==> src/rtl/frame_composer.sv <==
// frame_composer: walks the framebuffer in raster order and writes one pixel
// per fixed-length slot. Compose layers keyed sprites over a scrolled map,
// fade darkens the existing frame, fill paints a constant colour.
// Read addresses are registered. They are computed from next-cycle counter
// values, so each address is on its port during the phase that issues it.
module frame_composer #(
    parameter int          FB_W      = 240,
    parameter int          FB_H      = 160,
    parameter int          MAP_W     = 464,
    parameter int          MAP_H     = 388,
    parameter int          NUM_SPR   = 2,
    parameter int          SPR_W     = 16,
    parameter int          SPR_H     = 21,
    parameter int          SHEET_W   = 271,
    parameter logic [23:0] KEY       = 24'hFF00FF,
    parameter int          FADE_STEP = 5,
    parameter int          ADDR_W    = 19
) (
    input  logic                      Clk,
    input  logic                      Reset_n,
    input  logic                      start,
    input  logic [1:0]                mode,
    input  logic [23:0]               fill_color,
    input  logic [9:0]                cam_x,
    input  logic [9:0]                cam_y,
    input  logic [NUM_SPR-1:0]        spr_en,
    input  logic [NUM_SPR-1:0]        spr_mirror,
    input  logic [NUM_SPR*10-1:0]     spr_x,
    input  logic [NUM_SPR*10-1:0]     spr_y,
    input  logic [NUM_SPR*ADDR_W-1:0] spr_base,
    output logic [ADDR_W-1:0]         map_addr,
    input  logic [23:0]               map_data,
    output logic [ADDR_W-1:0]         spr_addr,
    input  logic [23:0]               spr_data,
    output logic [ADDR_W-1:0]         fb_raddr,
    input  logic [23:0]               fb_rdata,
    output logic                      fb_we,
    output logic [ADDR_W-1:0]         fb_waddr,
    output logic [23:0]               fb_wdata,
    output logic                      busy,
    output logic                      done
);

    typedef enum logic [1:0] {
        ST_IDLE = 2'd0,
        ST_RUN  = 2'd1,
        ST_DONE = 2'd2
    } state_t;

    // Index of the final phase of a pixel slot for a given mode.
    function automatic logic [3:0] last_phase(input logic [1:0] m);
        logic [3:0] lp;
        case (m)
            2'd0:    lp = 4'(NUM_SPR + 1);
            2'd1:    lp = 4'd1;
            default: lp = 4'd0;
        endcase
        return lp;
    endfunction

    // One colour channel stepped toward black, clamped at zero.
    function automatic logic [7:0] fade_ch(input logic [7:0] c);
        return (c < 8'(FADE_STEP)) ? 8'd0 : c - 8'(FADE_STEP);
    endfunction

    state_t                    state_r, state_n;
    logic [9:0]                x_r, y_r, x_n, y_n;
    logic [3:0]                ph_r, ph_n;
    logic [ADDR_W-1:0]         pix_r, pix_n;

    logic [1:0]                mode_r;
    logic [23:0]               fill_r;
    logic [9:0]                cam_x_r, cam_y_r;
    logic [NUM_SPR-1:0]        en_r, mir_r;
    logic [NUM_SPR*10-1:0]     sx_r, sy_r;
    logic [NUM_SPR*ADDR_W-1:0] base_r;

    logic [ADDR_W-1:0]         map_addr_r, spr_addr_r, fb_raddr_r, fb_waddr_r;
    logic [23:0]               fb_wdata_r, acc_r;
    logic                      fb_we_r, busy_r, done_r;
    logic                      oob_r, spr_hit_r, spr_hit_d_r;

    logic                      accept_s, run_n_s, map_rd_s, fade_rd_s, spr_slot_s;
    logic                      oob_s, hit_s, write_s;
    logic [1:0]                mode_s;
    logic [9:0]                cam_x_s, cam_y_s;
    logic [10:0]               mx_s, my_s, dx_s, dy_s, col_s;
    logic [9:0]                sel_x_s, sel_y_s;
    logic                      sel_en_s, sel_mir_s;
    logic [ADDR_W-1:0]         sel_base_s, map_lin_s, spr_lin_s;
    logic [ADDR_W-1:0]         map_addr_n_s, spr_addr_n_s, fb_raddr_n_s;
    logic [23:0]               cur_s, wdata_s;

    assign map_addr = map_addr_r;
    assign spr_addr = spr_addr_r;
    assign fb_raddr = fb_raddr_r;
    assign fb_we    = fb_we_r;
    assign fb_waddr = fb_waddr_r;
    assign fb_wdata = fb_wdata_r;
    assign busy     = busy_r;
    assign done     = done_r;

    // Next-state and raster/phase counter advance.
    always_comb begin
        accept_s = (state_r == ST_IDLE) && !done_r && start;
        state_n  = state_r;
        x_n      = x_r;
        y_n      = y_r;
        ph_n     = ph_r;
        pix_n    = pix_r;
        case (state_r)
            ST_IDLE: begin
                if (accept_s) begin
                    state_n = ST_RUN;
                    x_n     = 10'd0;
                    y_n     = 10'd0;
                    ph_n    = 4'd0;
                    pix_n   = {ADDR_W{1'b0}};
                end else begin
                    state_n = ST_IDLE;
                end
            end
            ST_RUN: begin
                if (ph_r == last_phase(mode_r)) begin
                    ph_n  = 4'd0;
                    pix_n = pix_r + {{(ADDR_W-1){1'b0}}, 1'b1};
                    if (x_r == 10'(FB_W - 1)) begin
                        x_n = 10'd0;
                        if (y_r == 10'(FB_H - 1)) begin
                            state_n = ST_DONE;
                            y_n     = 10'd0;
                            pix_n   = {ADDR_W{1'b0}};
                        end else begin
                            y_n = y_r + 10'd1;
                        end
                    end else begin
                        x_n = x_r + 10'd1;
                    end
                end else begin
                    ph_n = ph_r + 4'd1;
                end
            end
            ST_DONE: state_n = ST_IDLE;
            default: state_n = ST_IDLE;
        endcase
    end

    // Read addresses for the phase that starts on the next edge.
    always_comb begin
        mode_s   = accept_s ? mode  : mode_r;
        cam_x_s  = accept_s ? cam_x : cam_x_r;
        cam_y_s  = accept_s ? cam_y : cam_y_r;
        run_n_s  = (state_n == ST_RUN);
        map_rd_s  = run_n_s && (mode_s == 2'd0) && (ph_n == 4'd0);
        fade_rd_s = run_n_s && (mode_s == 2'd1) && (ph_n == 4'd0);
        spr_slot_s = run_n_s && (mode_s == 2'd0) && (ph_n >= 4'd1) &&
                     (ph_n <= 4'(NUM_SPR));

        mx_s      = {1'b0, cam_x_s} + {1'b0, x_n};
        my_s      = {1'b0, cam_y_s} + {1'b0, y_n};
        oob_s     = (mx_s >= 11'(MAP_W)) || (my_s >= 11'(MAP_H));
        map_lin_s = ADDR_W'(my_s) * ADDR_W'(MAP_W) + ADDR_W'(mx_s);
        map_addr_n_s = (map_rd_s && !oob_s) ? map_lin_s : {ADDR_W{1'b0}};

        // Slot s is read in phase s+1.
        sel_x_s    = 10'd0;
        sel_y_s    = 10'd0;
        sel_en_s   = 1'b0;
        sel_mir_s  = 1'b0;
        sel_base_s = {ADDR_W{1'b0}};
        for (int s = 0; s < NUM_SPR; s++) begin
            sel_x_s    = (ph_n == 4'(s + 1)) ? sx_r[s*10 +: 10]           : sel_x_s;
            sel_y_s    = (ph_n == 4'(s + 1)) ? sy_r[s*10 +: 10]           : sel_y_s;
            sel_en_s   = (ph_n == 4'(s + 1)) ? en_r[s]                    : sel_en_s;
            sel_mir_s  = (ph_n == 4'(s + 1)) ? mir_r[s]                   : sel_mir_s;
            sel_base_s = (ph_n == 4'(s + 1)) ? base_r[s*ADDR_W +: ADDR_W] : sel_base_s;
        end

        // Unsigned 11-bit differences: a pixel left of or above the sprite wraps large and misses.
        dx_s  = {1'b0, x_n} - {1'b0, sel_x_s};
        dy_s  = {1'b0, y_n} - {1'b0, sel_y_s};
        hit_s = spr_slot_s && sel_en_s && (dx_s < 11'(SPR_W)) && (dy_s < 11'(SPR_H));
        col_s = sel_mir_s ? (11'(SPR_W - 1) - dx_s) : dx_s;
        spr_lin_s = sel_base_s + ADDR_W'(dy_s) * ADDR_W'(SHEET_W) + ADDR_W'(col_s);
        spr_addr_n_s = hit_s ? spr_lin_s : {ADDR_W{1'b0}};

        fb_raddr_n_s = fade_rd_s ? pix_n : {ADDR_W{1'b0}};
    end

    // Layer the data returned this cycle and pick the value to write.
    always_comb begin
        cur_s = acc_r;
        if (ph_r == 4'd1) begin
            cur_s = oob_r ? 24'd0 : map_data;
        end else if ((ph_r >= 4'd2) && spr_hit_d_r && (spr_data != KEY)) begin
            cur_s = spr_data;
        end else begin
            cur_s = acc_r;
        end
        write_s = (state_r == ST_RUN) && (ph_r == last_phase(mode_r));
        case (mode_r)
            2'd0:    wdata_s = cur_s;
            2'd1:    wdata_s = {fade_ch(fb_rdata[23:16]), fade_ch(fb_rdata[15:8]),
                                fade_ch(fb_rdata[7:0])};
            default: wdata_s = fill_r;
        endcase
    end

    // State and raster counters.
    always_ff @(posedge Clk or negedge Reset_n) begin
        if (!Reset_n) begin
            state_r <= ST_IDLE;
            x_r     <= 10'd0;
            y_r     <= 10'd0;
            ph_r    <= 4'd0;
            pix_r   <= {ADDR_W{1'b0}};
        end else begin
            state_r <= state_n;
            x_r     <= x_n;
            y_r     <= y_n;
            ph_r    <= ph_n;
            pix_r   <= pix_n;
        end
    end

    // Frame snapshot of all configuration inputs, taken when a pass is accepted.
    always_ff @(posedge Clk or negedge Reset_n) begin
        if (!Reset_n) begin
            mode_r  <= 2'd0;
            fill_r  <= 24'd0;
            cam_x_r <= 10'd0;
            cam_y_r <= 10'd0;
            en_r    <= {NUM_SPR{1'b0}};
            mir_r   <= {NUM_SPR{1'b0}};
            sx_r    <= {(NUM_SPR*10){1'b0}};
            sy_r    <= {(NUM_SPR*10){1'b0}};
            base_r  <= {(NUM_SPR*ADDR_W){1'b0}};
        end else if (accept_s) begin
            mode_r  <= mode;
            fill_r  <= fill_color;
            cam_x_r <= cam_x;
            cam_y_r <= cam_y;
            en_r    <= spr_en;
            mir_r   <= spr_mirror;
            sx_r    <= spr_x;
            sy_r    <= spr_y;
            base_r  <= spr_base;
        end
    end

    // Registered read ports and the hit/out-of-bounds tags that travel with each read.
    always_ff @(posedge Clk or negedge Reset_n) begin
        if (!Reset_n) begin
            map_addr_r  <= {ADDR_W{1'b0}};
            spr_addr_r  <= {ADDR_W{1'b0}};
            fb_raddr_r  <= {ADDR_W{1'b0}};
            oob_r       <= 1'b0;
            spr_hit_r   <= 1'b0;
            spr_hit_d_r <= 1'b0;
        end else begin
            map_addr_r  <= map_addr_n_s;
            spr_addr_r  <= spr_addr_n_s;
            fb_raddr_r  <= fb_raddr_n_s;
            oob_r       <= map_rd_s ? oob_s : oob_r;
            spr_hit_r   <= hit_s;
            spr_hit_d_r <= spr_hit_r;
        end
    end

    // Pixel accumulator and framebuffer write port.
    always_ff @(posedge Clk or negedge Reset_n) begin
        if (!Reset_n) begin
            acc_r      <= 24'd0;
            fb_we_r    <= 1'b0;
            fb_waddr_r <= {ADDR_W{1'b0}};
            fb_wdata_r <= 24'd0;
        end else begin
            acc_r      <= (state_r == ST_RUN) ? cur_s : acc_r;
            fb_we_r    <= write_s;
            fb_waddr_r <= write_s ? pix_r : {ADDR_W{1'b0}};
            fb_wdata_r <= write_s ? wdata_s : 24'd0;
        end
    end

    // Busy spans the pass; done pulses as busy drops.
    always_ff @(posedge Clk or negedge Reset_n) begin
        if (!Reset_n) begin
            busy_r <= 1'b0;
            done_r <= 1'b0;
        end else begin
            if (accept_s) begin
                busy_r <= 1'b1;
            end else if (state_r == ST_DONE) begin
                busy_r <= 1'b0;
            end else begin
                busy_r <= busy_r;
            end
            done_r <= (state_r == ST_DONE);
        end
    end

endmodule

==> config.mk <==
export PLATFORM = sky130hd
export DESIGN_NAME = frame_composer
export DESIGN_NICKNAME = d
export VERILOG_FILES = /design/src/rtl/frame_composer.sv
export SDC_FILE = /design/constraint.sdc
export NUM_CORES = 1
export LEC_CHECK = 0
export CORE_MARGIN = 2
export CORE_UTILIZATION = 60
export CTS_BUF_LIST = sky130_fd_sc_hd__clkbuf_2
export DETAILED_ROUTE_END_ITERATION = 10
export DONT_BUFFER_PORTS = 1
export PLACE_DENSITY = 0.76
export SETUP_SLACK_MARGIN = 0.1
export SYNTH_ARGS = -nofsm -noshare
export SYNTH_HDL_FRONTEND = slang
export SYNTH_SLANG_ARGS = --single-unit
==> constraint.sdc <==
create_clock -name Clk -period 14.09 [get_ports Clk]
set_input_delay 2.1135 -clock Clk [delete_from_list [all_inputs] [get_ports Clk]]
set_output_delay 2.1135 -clock Clk [all_outputs]
set_load 0.005 [all_outputs]
Yosys cells after proc, flatten, opt, wreduce, memory -nomap -nowiden
Index checks and enable logic that the tools add are counted.
{ "word_totals": {"register_bits": 303, "output_inout_bits": 103} }
{ "classes": {"n_addsub": 15, "n_mul": 2, "magnitude_cmp": 10, "eq_ne": 13, "n_mux": 52, "n_reduce_logical": 23} }
{ "op_table": {"columns": ["operator", "n"], "rows": [
  ["19-bit two-way mux", 10],
  ["10-bit two-way mux", 13],
  ["24-bit two-way mux", 4],
  ["24-bit one-hot mux with 2 select lines", 1],
  ["10-bit one-hot mux with 2 select lines", 2],
  ["19-bit by 11-bit adder with 19-bit output", 2],
  ["19-bit one-hot mux with 2 select lines", 1],
  ["8-bit by 3-bit < comparator with 1-bit output (second input constant)", 3],
  ["8-bit two-way mux", 3],
  ["24-bit inequality test (second input constant)", 1],
  ["8-bit by 3-bit subtractor with 8-bit output (second input constant)", 3],
  ["10-bit by 10-bit adder with 11-bit output", 2],
  ["11-bit by 9-bit greater-or-equal comparator with 1-bit output (second input constant)", 2],
  ["11-bit by 5-bit < comparator with 1-bit output (second input constant)", 2],
  ["10-bit by 10-bit subtractor with 11-bit output", 2],
  ["10-bit by 1-bit adder with 10-bit output (second input constant)", 2],
  ["10-bit by 8-bit == test with 1-bit output (second input constant)", 2],
  ["19-bit by 1-bit adder with 19-bit output (second input constant)", 1],
  ["19-bit adder", 1],
  ["11-bit by 9-bit multiplier with 19-bit output (second input constant)", 1],
  ["1-bit logical AND", 15],
  ["11-bit by 5-bit multiplier with 15-bit output (second input constant)", 1],
  ["4-bit two-way mux", 3],
  ["11-bit two-way mux", 1],
  ["other kinds (19)", 37]
]} }

Longest topological paths before layout
Gate-level depths: netlist (run 1).
{ "logic_depth": {"depth_word": 14, "ltp_mapped": 37, "ltp_nobuf": 35} }

Worst setup path before layout (run 1)
No wires, ideal clock.
{ "synth_path": {"kind": "input port to flip-flop", "startpoint": "in start", "endpoint": "reg spr_addr_r[18] (netlist: spr_addr[18])", "setup_ns": 0.119, "t_arrival_ns": 9.837, "t_required_ns": 13.971, "setup_slack_ns": 4.134, "path_stages": 32, "path_buffers": 2, "path_cell_list": "nor2b_1 -> o21bai_1 -> a21oi_1 -> nor3_1 -> clkbuf_1 -> clkbuf_1 -> a22oi_1 -> fa_1 -> a21o_1 -> a41oi_1 -> o21ai_0 -> o31ai_1 -> xor2_1 -> inv_1 -> fa_1 -> ha_1 -> inv_1 -> fa_1 -> inv_1 -> fa_1 -> inv_1 -> fa_1 -> inv_1 -> ha_1 -> a21o_1 -> a211oi_1 -> o21ai_0 -> a2111oi_0 -> o21bai_1 -> a31oi_1 -> xnor2_1 -> and2_1"} }
{ "synth_via": {"elab_chain_cells": 11, "word_cells_on_any_way": 42, "cone_classes": "5 x add/sub; 1 x mul; 4 x order compare; 3 x eq/ne; 21 x mux; 8 x reduce/logical"} }
{ "synth_lines": {"columns": ["element", "line_no", "text"], "rows": [
  ["from (decl)", "21", "input logic start,"],
  ["1-bit logical AND *", "105", "accept_s = (state_r == ST_IDLE) && !done_r && start;"],
  ["4-bit two-way mux or 1-bit two-way mux (tied branches)", "113", "if (accept_s) begin"],
  ["4-bit one-hot mux with 2 select lines or 2-bit one-hot mux with 2 select lines (tied branches)", "111", "case (state_r)"],
  ["4-bit by 1-bit == test with 1-bit output or 2-bit by 1-bit == test with 1-bit output (tied branches)", null, null],
  ["10-bit two-way mux (tied with other cells) (2 in a row)", "173", "sel_y_s = (ph_n == 4'(s + 1)) ? sy_r[s*10 +: 10] : sel_y_s;"],
  ["10-bit by 10-bit subtractor with 11-bit output (tied with other cells)", "181", "dy_s = {1'b0, y_n} - {1'b0, sel_y_s};"],
  ["11-bit by 9-bit multiplier with 19-bit output (tied with other cells)", "184", "spr_lin_s = sel_base_s + ADDR_W'(dy_s) * ADDR_W'(SHEET_W) + ADDR_W'(col_s);"],
  ["19-bit adder (tied with other cells)", "184", null],
  ["19-bit by 11-bit adder with 19-bit output or 1-bit logical AND (tied branches)", "184, 182", null],
  ["19-bit two-way mux *", "185", "spr_addr_n_s = hit_s ? spr_lin_s : {ADDR_W{1'b0}};"],
  ["net spr_addr_n_s[18]", "91", "logic [ADDR_W-1:0] map_addr_n_s, spr_addr_n_s, fb_raddr_n_s;"],
  ["to (signal assigned)", "255", "spr_addr_r <= {ADDR_W{1'b0}};"],
  ["to (signal assigned)", "262", "spr_addr_r <= spr_addr_n_s;"],
  ["to (decl)", "78", "logic [ADDR_W-1:0] map_addr_r, spr_addr_r, fb_raddr_r, fb_waddr_r;"]
]} }
Mark *: on every way through the listed nets, which the timed path passes. The rest lies on a longest branch.
A chain may end at the register's enable or synchronous reset.

Worst setup path after layout (run 1)
{ "layout_path": {"startpoint": "in start", "endpoint": "reg spr_addr_r[18] (netlist: spr_addr[18])"} }
{ "layout_via": {"elab_chain_cells": 11, "word_cells_on_any_way": 42, "cone_classes": "5 x add/sub; 1 x mul; 4 x order compare; 3 x eq/ne; 21 x mux; 8 x reduce/logical"} }
{ "layout_lines": {"columns": ["element", "line_no", "text"], "rows": [
  ["1-bit logical AND *", "105", null],
  ["4-bit two-way mux *", "113", null],
  ["4-bit one-hot mux with 2 select lines *", "111", null],
  ["net ph_n[1]", "68", "logic [3:0] ph_r, ph_n;"],
  ["4-bit by 1-bit == test with 1-bit output", null, null],
  ["10-bit two-way mux (on tied branches) (2 in a row)", "173, 172", null],
  ["10-bit by 10-bit subtractor with 11-bit output (on tied branches)", "181, 180", null],
  ["11-bit by 9-bit multiplier with 19-bit output (tied with other cells)", "184", null],
  ["19-bit adder (tied with other cells)", "184", null],
  ["19-bit by 11-bit adder with 19-bit output or 1-bit logical AND (tied branches)", "184, 182", null],
  ["19-bit two-way mux *", "185", null],
  ["net spr_addr_n_s[18]", "91", null]
]} }
Marks and branches as above.

==> metrics.md, run 1 <==
| Metric | Value |
|---|---|
| Status | `complete, no violations` |
| Total die area | `34,200 um^2` |
| Post-Synthesis Cells | `between 2,000 and 2,500` |
| Largest net degree at the start of global routing | `~300` |
| Mapped cell area | `19,600 um^2` |
| Largest family of logic cells by synthesized area | `simple AND/OR/NAND/NOR gates` |
| Slew headroom | `0.289` |
| Post-DRT Antenna Nets | `0` |
| Post-synthesis compound-gate area fraction | `0.126` |
| Pins Over Slew Limit | `0` |
| Area contributors post-synth | `dfrtp_1, nand2_1, ha_1` |
| Buf/Inv on CP | `8` |
| Simple-Gate Fraction of Synth Area | `0.207` |
| First-pass GRT wire length | `78.1 mm` |
| CP Capture Type | `register` |
| Seq/Total Area, Yosys | `0.386` |
| Max_cap viols | `0` |
| Post-synth top area share | `0.386` |
| RSZ-0062 raised after global routing | `no` |
| Critical path startpoint category | `primary input` |
| Total gr overflow | `0` |
| Worst path slowest cell | `fa_1` |
| Final hold vios | `0` |
| FMAX | `about 100 MHz` |
| # clock sinks | `303` |
| DRC Markers | `0` |
| Area growth from synthesis to layout | `5.18%` |
| Vias in the first global route | `about 16,000` |
| Ranking of synthesized cells by instance count | `nand2_1, dfrtp_1, inv_1` |
| Total CTS buffers | `a little under 80` |
| DP HPWL | `36.0 mm` |
| Post-synth top area cell | `dfrtp_1` |
| Syn. warnings | `0` |
| CP arrival | `10,500 ps` |
| Synth async-reset ratio | `1.00` |
| Mux contribution to synthesized area | `0.0143` |
| DIE HEIGHT | `185 um` |
| Actual slew at the worst max-slew pin | `1070 ps` |
| Clock root cell | `clkbuf_2` |
| Tcrit/Tclk final | `0.691` |
| Mapped Avg Cell Area | `8.96 um^2` |
| CP most frequent cell | `inv_1` |
| Gpl congestion | `0.939` |
| Syn Nets | `2,623` |
| Xor-xnor portion of the synthesized cell area | `0.0408` |
| Initial drt markers | `1,186` |
| Worst Path Required | `~15,000 ps` |
| Post CTS Setup Buffer Count | `0` |
| Final #Nets | `roughly 2,600` |
| Port Buf Inserts | `0` |
| Delay-heaviest family, CP | `adder cells` |
| Clk_lat worst skew | `990 ps` |
| Crit Path Max Fanout | `40` |
| Deepest clock path buffer count | `3` |
| Share of layout cells above drive strength 1 | `0.0681` |
| DR WL/cell | `18.3 um` |
| Core Region | `32,400 um^2` |
| Slowest Stage Delay on Critical Path | `520 ps` |
| DRT Pass-1 Iters | `8` |
| Vias per cell | `5.84` |
| Seq cells post-synth | `303` |
| Clk slew on worst S/H paths | `80 ps` |
| H-tree depth | `3` |
| Number of gates resized after cts | `0` |
| Hold buffers post-CTS | `0` |
| Clk_skew | `125 ps` |
| Ys flop type | `dfrtp_1` |
| Crit Path Class | `primary input to register` |
| Post-synth EDFFs | `0` |
| CTS tree | `done` |
| Initial core utilization | `0.607` |
| Worst Hold Class | `register to register` |
| Initial antenna violation count | `4` |
| Setup TNS | `0 ps` |
| WL final | `49.2 mm` |
| Count of cell types in the netlist | `73` |
| Vias | `between 15,000 and 20,000` |
| DIE WIDTH | `around 180 um` |
| I/O pin count | `306` |
| Count of final setup violators | `0` |
| Row cnt | `66` |
| Top-count cell post-synth | `nand2_1` |
| GRT Total Usage | `0.290` |
| Min Tclk post-route | `~9700 ps` |
| Post-Synth Adder-Cell Area | `0.171` |
==> cell usage in the layout (no fill, tap or decap), drive strengths merged, types with 38 or more instances in the layout <==
cell type,instances
fa,68
a21oi,78
inv,195
ha,160
o21ai,88
a22oi,39
nand2,549
nor2b,43
clkbuf,103
xnor2,51
nor2,78
dfrtp,303
xor2,38
==> layout make-up <==
cell class	instances	area, um^2
fill	2773	11700
multi-input combinational	1608	11000
sequential	303	7580
inverter	192	721
tap	442	553
clock buffer	103	515
timing repair buffer	17	128
clock inverter	24	126
antenna	3	7.51
==> metrics by stage <==
| stage | std cells | area, um^2 | hold WS (ps) | setup WS, ps | utilization |
|---|---|---|---|---|---|
| 6_report | 2692 | 20700 | 359 | 4350 | 0.638 |
| 2_1_floorplan | 2192 | 19600 | 331 | 4130 | - |
| 4_1_cts | 2689 | 20700 | 367 | 4500 | 0.638 |
| 3_5_place_dp | 2562 | 20000 | 346 | 3550 | 0.618 |
| 3_3_place_gp | 2562 | 20000 | 344 | 3820 | 0.618 |
| 5_1_grt | 2691 | 20700 | 377 | 3560 | 0.638 |
==> per-layer routing <==
metal  vias up  wire [um]  share of wire  global-route usage
li1       7401          -              -                   -
met1      7603      20500           0.42               0.380
met2       621      23100           0.47               0.468
met3       107       3890          0.079              0.0541
met4         2       1680          0.034               0.133
met5         -         10        0.00020                   0
==> logic make-up after synthesis <==
| kind of cell | after synthesis |
|---|---|
| flip-flops | 303 |
| XOR/XNOR | 90 |
| multiplexers | 28 |
| adder cells (fa/ha/maj) | 228 |
| buffers and inverters | 281 |
| AND/OR/NAND/NOR | 890 |
| AO/OA/AOI/OAI | 372 |
==> registers in the layout, summed over array words and instances, names as in the netlist, 4 cells and up <==
| name | count |
|---|---|
| base_r | 38 |
| acc_r | 24 |
| fb_wdata | 24 |
| fill_r | 24 |
| sx_r | 20 |
| sy_r | 20 |
| fb_raddr | 19 |
| fb_waddr | 19 |
| map_addr | 19 |
| pix_r | 19 |
| spr_addr | 19 |
| cam_x_r | 10 |
| cam_y_r | 10 |
| x_r | 10 |
| y_r | 10 |
| ph_r | 4 |
==> path summary, 6_finish.rpt <==
path                                     start                     end  slack, ps  depth (start not counted)
setup / recovery                         start  spr_addr[18]$_DFF_PN0_       4350                         35
hold / removal             spr_hit_r$_DFF_PN0_   spr_hit_d_r$_DFF_PN0_        360                          0
setup reg to reg           mode_r[1]$_DFF_PN0_  spr_addr[18]$_DFF_PN0_       4460                         36
hold reg to reg            spr_hit_r$_DFF_PN0_   spr_hit_d_r$_DFF_PN0_        360                          0
max in group asynchronous              Reset_n  base_r[22]$_DFFE_PN0P_      12860                          0
min in group asynchronous              Reset_n  fb_waddr[18]$_DFF_PN0_        840                          0
Power of run 1 is not shown: default switching activity piles up to over one toggle a cycle in this logic, so the estimate is an artifact.
==> run 2: changes to the inputs <==
- clock period: 14.09 -> 9.2 ns (I/O delays scaled with it)
==> metrics.md, run 2 (synthesis gave the netlist of run 1 again) <==
| Metric | Value |
|---|---|
| Post-DRT Antenna Nets | `0 (unchanged)` |
| Number of fill cells in the layout | `2,777 (+0.14%)` |
| Tcrit/Tclk final | `0.922` |
| DRC Markers | `0 (unchanged)` |
| First-pass GRT wire length | `80.3 mm (+2.8%)` |
| Fin Hold WS | `116 ps (-243 ps)` |
| Clk_lat worst skew | `1000 ps (about the same)` |
| Vias per cell | `5.82 (-0.44%)` |
| Deepest clock path buffer count | `3 (unchanged)` |
| Total die area | `34,200 um^2 (unchanged)` |
| RSZ-0062 raised after global routing | `no` |
| Slew headroom | `0.289 (+0.000525)` |
| Largest net degree at the start of global routing | `199 (-35%)` |
| Delay-heaviest family, CP | `adder cells` |
| Port Buf Inserts | `0 (unchanged)` |
| Pins Over Slew Limit | `0 (unchanged)` |
| Initial core utilization | `0.607 (unchanged)` |
| Top reg by flops | `base_r` |
| Slowest Stage Delay on Critical Path | `540 ps (+20 ps)` |
| Gpl congestion | `0.982 (+4.5%)` |
| Highest-count cells in the layout ignoring fill and taps | `nand2_1, dfrtp_1, inv_1` |
| Vias in the first global route | `16,200 (+3.5%)` |
| DIE HEIGHT | `185 um (unchanged)` |
| Share of layout cells above drive strength 1 | `0.0878 (+0.0197)` |
| Area growth from synthesis to layout | `7.09%` |
| Row cnt | `66 (unchanged)` |
| Core Region | `32,400 um^2 (unchanged)` |
| Setup slack at placement | `-121 ps (-3670 ps)` |
| CTS tree | `done` |
| Crit Path Class | `register to register` |
| Initial antenna violation count | `1 (-3)` |
| Max_cap viols | `0 (unchanged)` |
| Worst Path Required | `10,070 ps (-4780 ps)` |
| Cell Count, Final, Fillers Out | `2,732 (+1.5%)` |
| Final #Nets | `2,660 (+1.1%)` |
| Min Tclk post-route | `8480 ps` |
| Clock root cell | `clkbuf_2` |
| Commonest non-fill, non-tap cell in the layout | `nand2_1` |
| Total gr overflow | `0 (unchanged)` |
| Crit Path Max Fanout | `9 (-78%)` |
| Critical path startpoint category | `register` |
| DR WL/cell | `18.3 um (+0.20%)` |
| Total CTS buffers | `78 (unchanged)` |
| Initial drt markers | `1,045 (-12%)` |
| CP Capture Type | `register` |
| Max reg flops | `38 (unchanged)` |
| Buf/Inv on CP | `7 (-1)` |
| Clk_skew | `58.1 ps (-67.3 ps)` |
| DRT Pass-1 Iters | `6 (-2)` |
| Worst Hold Class | `primary input to async pin` |
| I/O pin count | `306 (unchanged)` |
| Clk slew on worst S/H paths | `100 ps (+20 ps)` |
| Setup ws final | `715 ps (-3640 ps)` |
| CP most frequent cell | `inv_1` |
| DP HPWL | `36.7 mm (+2.0%)` |
| Final hold vios | `0 (unchanged)` |
| Vias | `15,900 (+1.0%)` |
| FMAX | `118 MHz` |
| # clock sinks | `303 (unchanged)` |
| CP arrival | `9350 ps (-1150 ps)` |
| DIE WIDTH | `185 um (unchanged)` |
| Count of final setup violators | `0 (unchanged)` |
| H-tree depth | `3 (unchanged)` |
| Placed insts | `2,587 (+0.98%)` |
| Status | `complete, no violations` |
| Worst path slowest cell | `fa_1` |
| GRT Total Usage | `0.298 (+0.00818)` |
| WL final | `50.0 mm (+1.7%)` |
| Actual slew at the worst max-slew pin | `1070 ps (-0.787 ps)` |
==> run 2: through the flow <==
stage / setup TNS (ps) / area (um^2) / util
after floorplan: 0 / 19700 / -
after global placement: 0 / 20200 / 0.624
after detailed placement: -121 / 20200 / 0.624
after CTS: 0 / 21000 / 0.648
after global routing: 0 / 21000 / 0.650
final: 0 / 21000 / 0.650
==> run 2: repair_timing <==
action,CTS,global route
hold endpoints to repair,106,0
hold buffers,2,0
resized for setup,0,11
setup endpoints to repair,0,4
setup buffers,0,2
==> run 2: path summary, 6_finish.rpt <==
path / start / endpoint / slack (ps) / cells past startpoint
setup / recovery: x_r[4]$_DFF_PN0_ / spr_addr[18]$_DFF_PN0_ / 720 / 35
hold / removal: Reset_n / map_addr[13]$_DFF_PN0_ / 120 / 0
setup reg to reg: x_r[4]$_DFF_PN0_ / spr_addr[18]$_DFF_PN0_ / 720 / 35
hold reg to reg: spr_hit_r$_DFF_PN0_ / spr_hit_d_r$_DFF_PN0_ / 370 / 0
max in group asynchronous: Reset_n / mir_r[1]$_DFFE_PN0P_ / 8230 / 1
min in group Clk: spr_hit_r$_DFF_PN0_ / spr_hit_d_r$_DFF_PN0_ / 370 / 0
==> run 2: layer usage <==
layer	GRT usage	vias to the layer above	share of wire
li1	-	7494	-
met5	0	-	0
met4	0.132	0	0.036
met1	0.381	7671	0.41
met3	0.0637	105	0.083
met2	0.489	628	0.47
==> run 2: area by class of cell <==
class                           instances  area, um^2  share of cell area
Multi-Input combinational cell       1608       11100               0.526
Clock inverter                         36         214              0.0102
Timing Repair Buffer                   46         368              0.0175
Inverter                              192         721              0.0343
Sequential cell                       303        7580               0.361
Clock buffer                          104         520              0.0247
Tap cell                              442         553              0.0263
Antenna cell                            1        2.50            0.000119
Power of run 2 is left out for the same reason.
==> run 3: changes to the inputs <==
- ABC_AREA: default -> 1
==> metrics.md, run 3 <==
| Metric | Value |
|---|---|
| Top-count cell post-synth | `nand2_1` |
| DRC Markers | `0 (unchanged)` |
| CP most frequent cell | `nand2_1` |
| Metal3 WL | `4.64 mm (+12%)` |
| Mapped cell area | `19,800 um^2 (+0.74%)` |
| Min Tclk post-route | `8310 ps (-174 ps)` |
| Row cnt | `66 (unchanged)` |
| Worst path slowest cell | `fa_1` |
| Final #Nets | `2,941 (+11%)` |
| Count of final setup violators | `0 (unchanged)` |
| Fin Hold WS | `99.3 ps (-17.1 ps)` |
| Total CTS buffers | `81 (+3.8%)` |
| Crit Path Class | `register to register` |
| Largest net degree at the start of global routing | `229 (+15%)` |
| DIE WIDTH | `186 um (+0.36%)` |
| Syn. warnings | `0 (unchanged)` |
| Final hold vios | `0 (unchanged)` |
| Syn Nets | `2,905 (+11%)` |
| Max reg flops | `38 (unchanged)` |
| Setup TNS | `0 ps (unchanged)` |
| Area growth from synthesis to layout | `6.64%` |
| Initial antenna violation count | `2 (+1)` |
| DR WL/cell | `17.1 um (-6.7%)` |
| # clock sinks | `303 (unchanged)` |
| I/O pin count | `306 (unchanged)` |
| CTS tree | `done` |
| Switching pwr | `596 uW` |
| Cell Int Power | `approximately 1.8 mW` |
| RSZ-0062 raised after global routing | `no` |
| Post-DRT Antenna Nets | `0 (unchanged)` |
| FF+latch area | `7580 um^2 (about the same)` |
| Gpl congestion | `0.924 (-5.9%)` |
| Share of layout cells above drive strength 1 | `0.0746 (-0.0133)` |
| Tcrit/Tclk final | `0.903 (-0.0190)` |
| Seq cells post-synth | `303 (unchanged)` |
| Clk slew on worst S/H paths | `110 ps (about the same)` |
| Vias per cell | `5.50 (-5.6%)` |
| Seq/Total Area, Yosys | `0.383 (-0.00283)` |
| CP Capture Type | `register` |
| Post-synth EDFFs | `0 (unchanged)` |
| Vias | `16,500 (+3.9%)` |
| Pins Over Slew Limit | `0 (unchanged)` |
| Post-synth top area share | `0.383 (-0.00283)` |
| Flop pwr share | `0.558` |
| Static Leak | `approximately 12 nW` |
| Post-synth top area cell | `dfrtp_1` |
| Commonest non-fill, non-tap cell in the layout | `nand2_1` |
| Synth async-reset ratio | `1.00 (unchanged)` |
| Actual slew at the worst max-slew pin | `1100 ps (+31.8 ps)` |
| Crit. Startpoint | `ph_r[2]$_DFF_PN0_` |
| PwrDens | `about 110 nW/um^2` |
| FMAX | `120 MHz (+2.1%)` |
| Clk_skew | `78.9 ps (+20.7 ps)` |
| Count of cell types in the netlist | `47 (-36%)` |
| DRT Pass-1 Iters | `6 (unchanged)` |
| H-tree depth | `3 (unchanged)` |
| Number of fill cells in the layout | `2,926 (+5.4%)` |
| Combinational share of power | `0.011` |
| First-pass GRT wire length | `82.5 mm (+2.7%)` |
| DR top layer | `met4` |
| Cell Count, Final, Fillers Out | `3,005 (+10%)` |
| Mapped Avg Cell Area | `8.00 um^2 (-11%)` |
| Ys flop type | `dfrtp_1` |
| Area of the multi-input gates | `10,500 um^2 (-5.0%)` |
| Post-Synthesis Cells | `2,474 (+13%)` |
| Total gr overflow | `0 (unchanged)` |
| Worst Hold Class | `primary input to async pin` |
| Post CTS Setup Buffer Count | `0 (unchanged)` |
| Placed insts | `2,864 (+11%)` |
| Deepest clock path buffer count | `3 (unchanged)` |
| Clk_lat worst skew | `990 ps (about the same)` |
| Vias in the first global route | `16,500 (+1.7%)` |
| Worst R2R Start | `ph_r[2]$_DFF_PN0_` |
| Core Region | `32,500 um^2 (+0.51%)` |
| CP arrival | `9110 ps (-240 ps)` |
| DP HPWL | `37.3 mm (+1.6%)` |
| Initial drt markers | `1,327 (+27%)` |
| Ranking of synthesized cells by instance count | `nand2_1, inv_1, dfrtp_1` |
| Clock root cell | `clkbuf_2` |
| WL final | `51.3 mm (+2.6%)` |
| Crit Path Max Fanout | `27 (+18)` |
| GRT Total Usage | `0.306 (+0.00769)` |
| Max_cap viols | `0 (unchanged)` |
| Highest-count cells in the layout ignoring fill and taps | `nand2_1, inv_1, dfrtp_1` |
| M1 wire length | `21.5 mm (+4.2%)` |
| Initial core utilization | `0.608 (+0.00138)` |
| Slew headroom | `0.266 (-0.0236)` |
| Placed Area | `20,200 um^2 (+0.16%)` |
| Area contributors post-synth | `dfrtp_1, nand2_1, ha_1` |
| Slowest Stage Delay on Critical Path | `530 ps (about the same)` |
| Met2 WL | `23.4 mm (-0.45%)` |
| Port Buf Inserts | `0 (unchanged)` |
| Worst Path Required | `10,000 ps (-70 ps)` |
| DIE HEIGHT | `186 um (+0.36%)` |
| Design area | `21,100 um^2 (+0.32%)` |
| Top reg by flops | `base_r` |
| Critical path startpoint category | `register` |
| Clk pwr share | `0.431` |
| Maximum VDD drop | `0.0909 mV` |
| Status | `complete, no violations` |
| Total die area | `34,500 um^2 (+0.73%)` |
| Final Util | `0.649 (-0.00122)` |
| Sw frac | `0.250` |
run 3: repair_timing:
item	4_1_cts	5_1_grt
hold buffers	3	2
gates resized for setup	0	3
endpoints found under the setup margin	0	2
endpoints found under the hold margin	53	2
run 3: layout make-up:
type,count,share of cell area
well taps,442,0.0262
flip-flops and latches,303,0.359
clock inverters,32,0.0124
clock buffers,103,0.0244
diodes,1,0.000119
multi-input cells,1718,0.498
repair buffers,27,0.0116
inverters,379,0.0675
run 3: worst paths after layout:
| path | end | slack, ps | cells after the start |
|---|---|---|---|
| max in group asynchronous | acc_r[14]$_DFFE_PN0P_ | 7430 | 1 |
| min | fb_waddr[8]$_DFF_PN0_ | 100 | 0 |
| min reg2reg | spr_hit_d_r$_DFF_PN0_ | 400 | 0 |
| min in group Clk | spr_hit_d_r$_DFF_PN0_ | 400 | 0 |
| max reg2reg | spr_addr[16]$_DFF_PN0_ | 890 | 40 |
| max | spr_addr[16]$_DFF_PN0_ | 890 | 40 |
run 3: critical path: cells and delay by family (launching register included):
family | cells | cell delay [ps]
xor gates and xnor gates | 1 | 280
and+or+nand+nor | 17 | 2010
AOI/OAI and AO/OA | 5 | 1140
DFF | 1 | 430
buffers and inverters | 8 | 930
adders and majority gates | 9 | 3330
run 3: cells by family (layout without fill, tap and decap cells):
kind of cell	after synthesis	count (layout)	share of synthesized area
other	0	1	0
adder cells (fa/ha/maj)	228	228	0.170
AND/OR/NAND/NOR	1103	1103	0.228
flip-flops	303	303	0.383
AO/OA/AOI/OAI	301	301	0.0933
XOR/XNOR	86	86	0.0381
buffers and inverters	453	541	0.0873
run 3: power by group through the flow:
| stage | clock network (mW) | logic [mW] | registers (mW) |
|---|---|---|---|
| after global routing | 1.14 | 0.0288 | 1.33 |
| after CTS | 1.06 | 0.0242 | 1.33 |
| after global placement | 0 | 0.0134 | 1.36 |
| after detailed placement | 0 | 0.0137 | 1.36 |
| final | 1.03 | 0.0253 | 1.33 |
| after floorplan | 0 | 0.0117 | 1.36 |
run 3: layer usage:
layer | global-route usage | vias to the layer above
met3 | 0.0747 | 121
li1 | - | 7957
met1 | 0.400 | 7707
met5 | 0 | -
met2 | 0.486 | 731
met4 | 0.131 | 0
run 3: metrics by stage:
step	power, mW	worst slack [ps]
6_report	2.38	890
5_1_grt	2.50	172
4_1_cts	2.41	676
3_5_place_dp	1.37	183
3_3_place_gp	1.37	517
2_1_floorplan	1.37	1040
No activity file was read; power rests on OpenSTA's default activity.
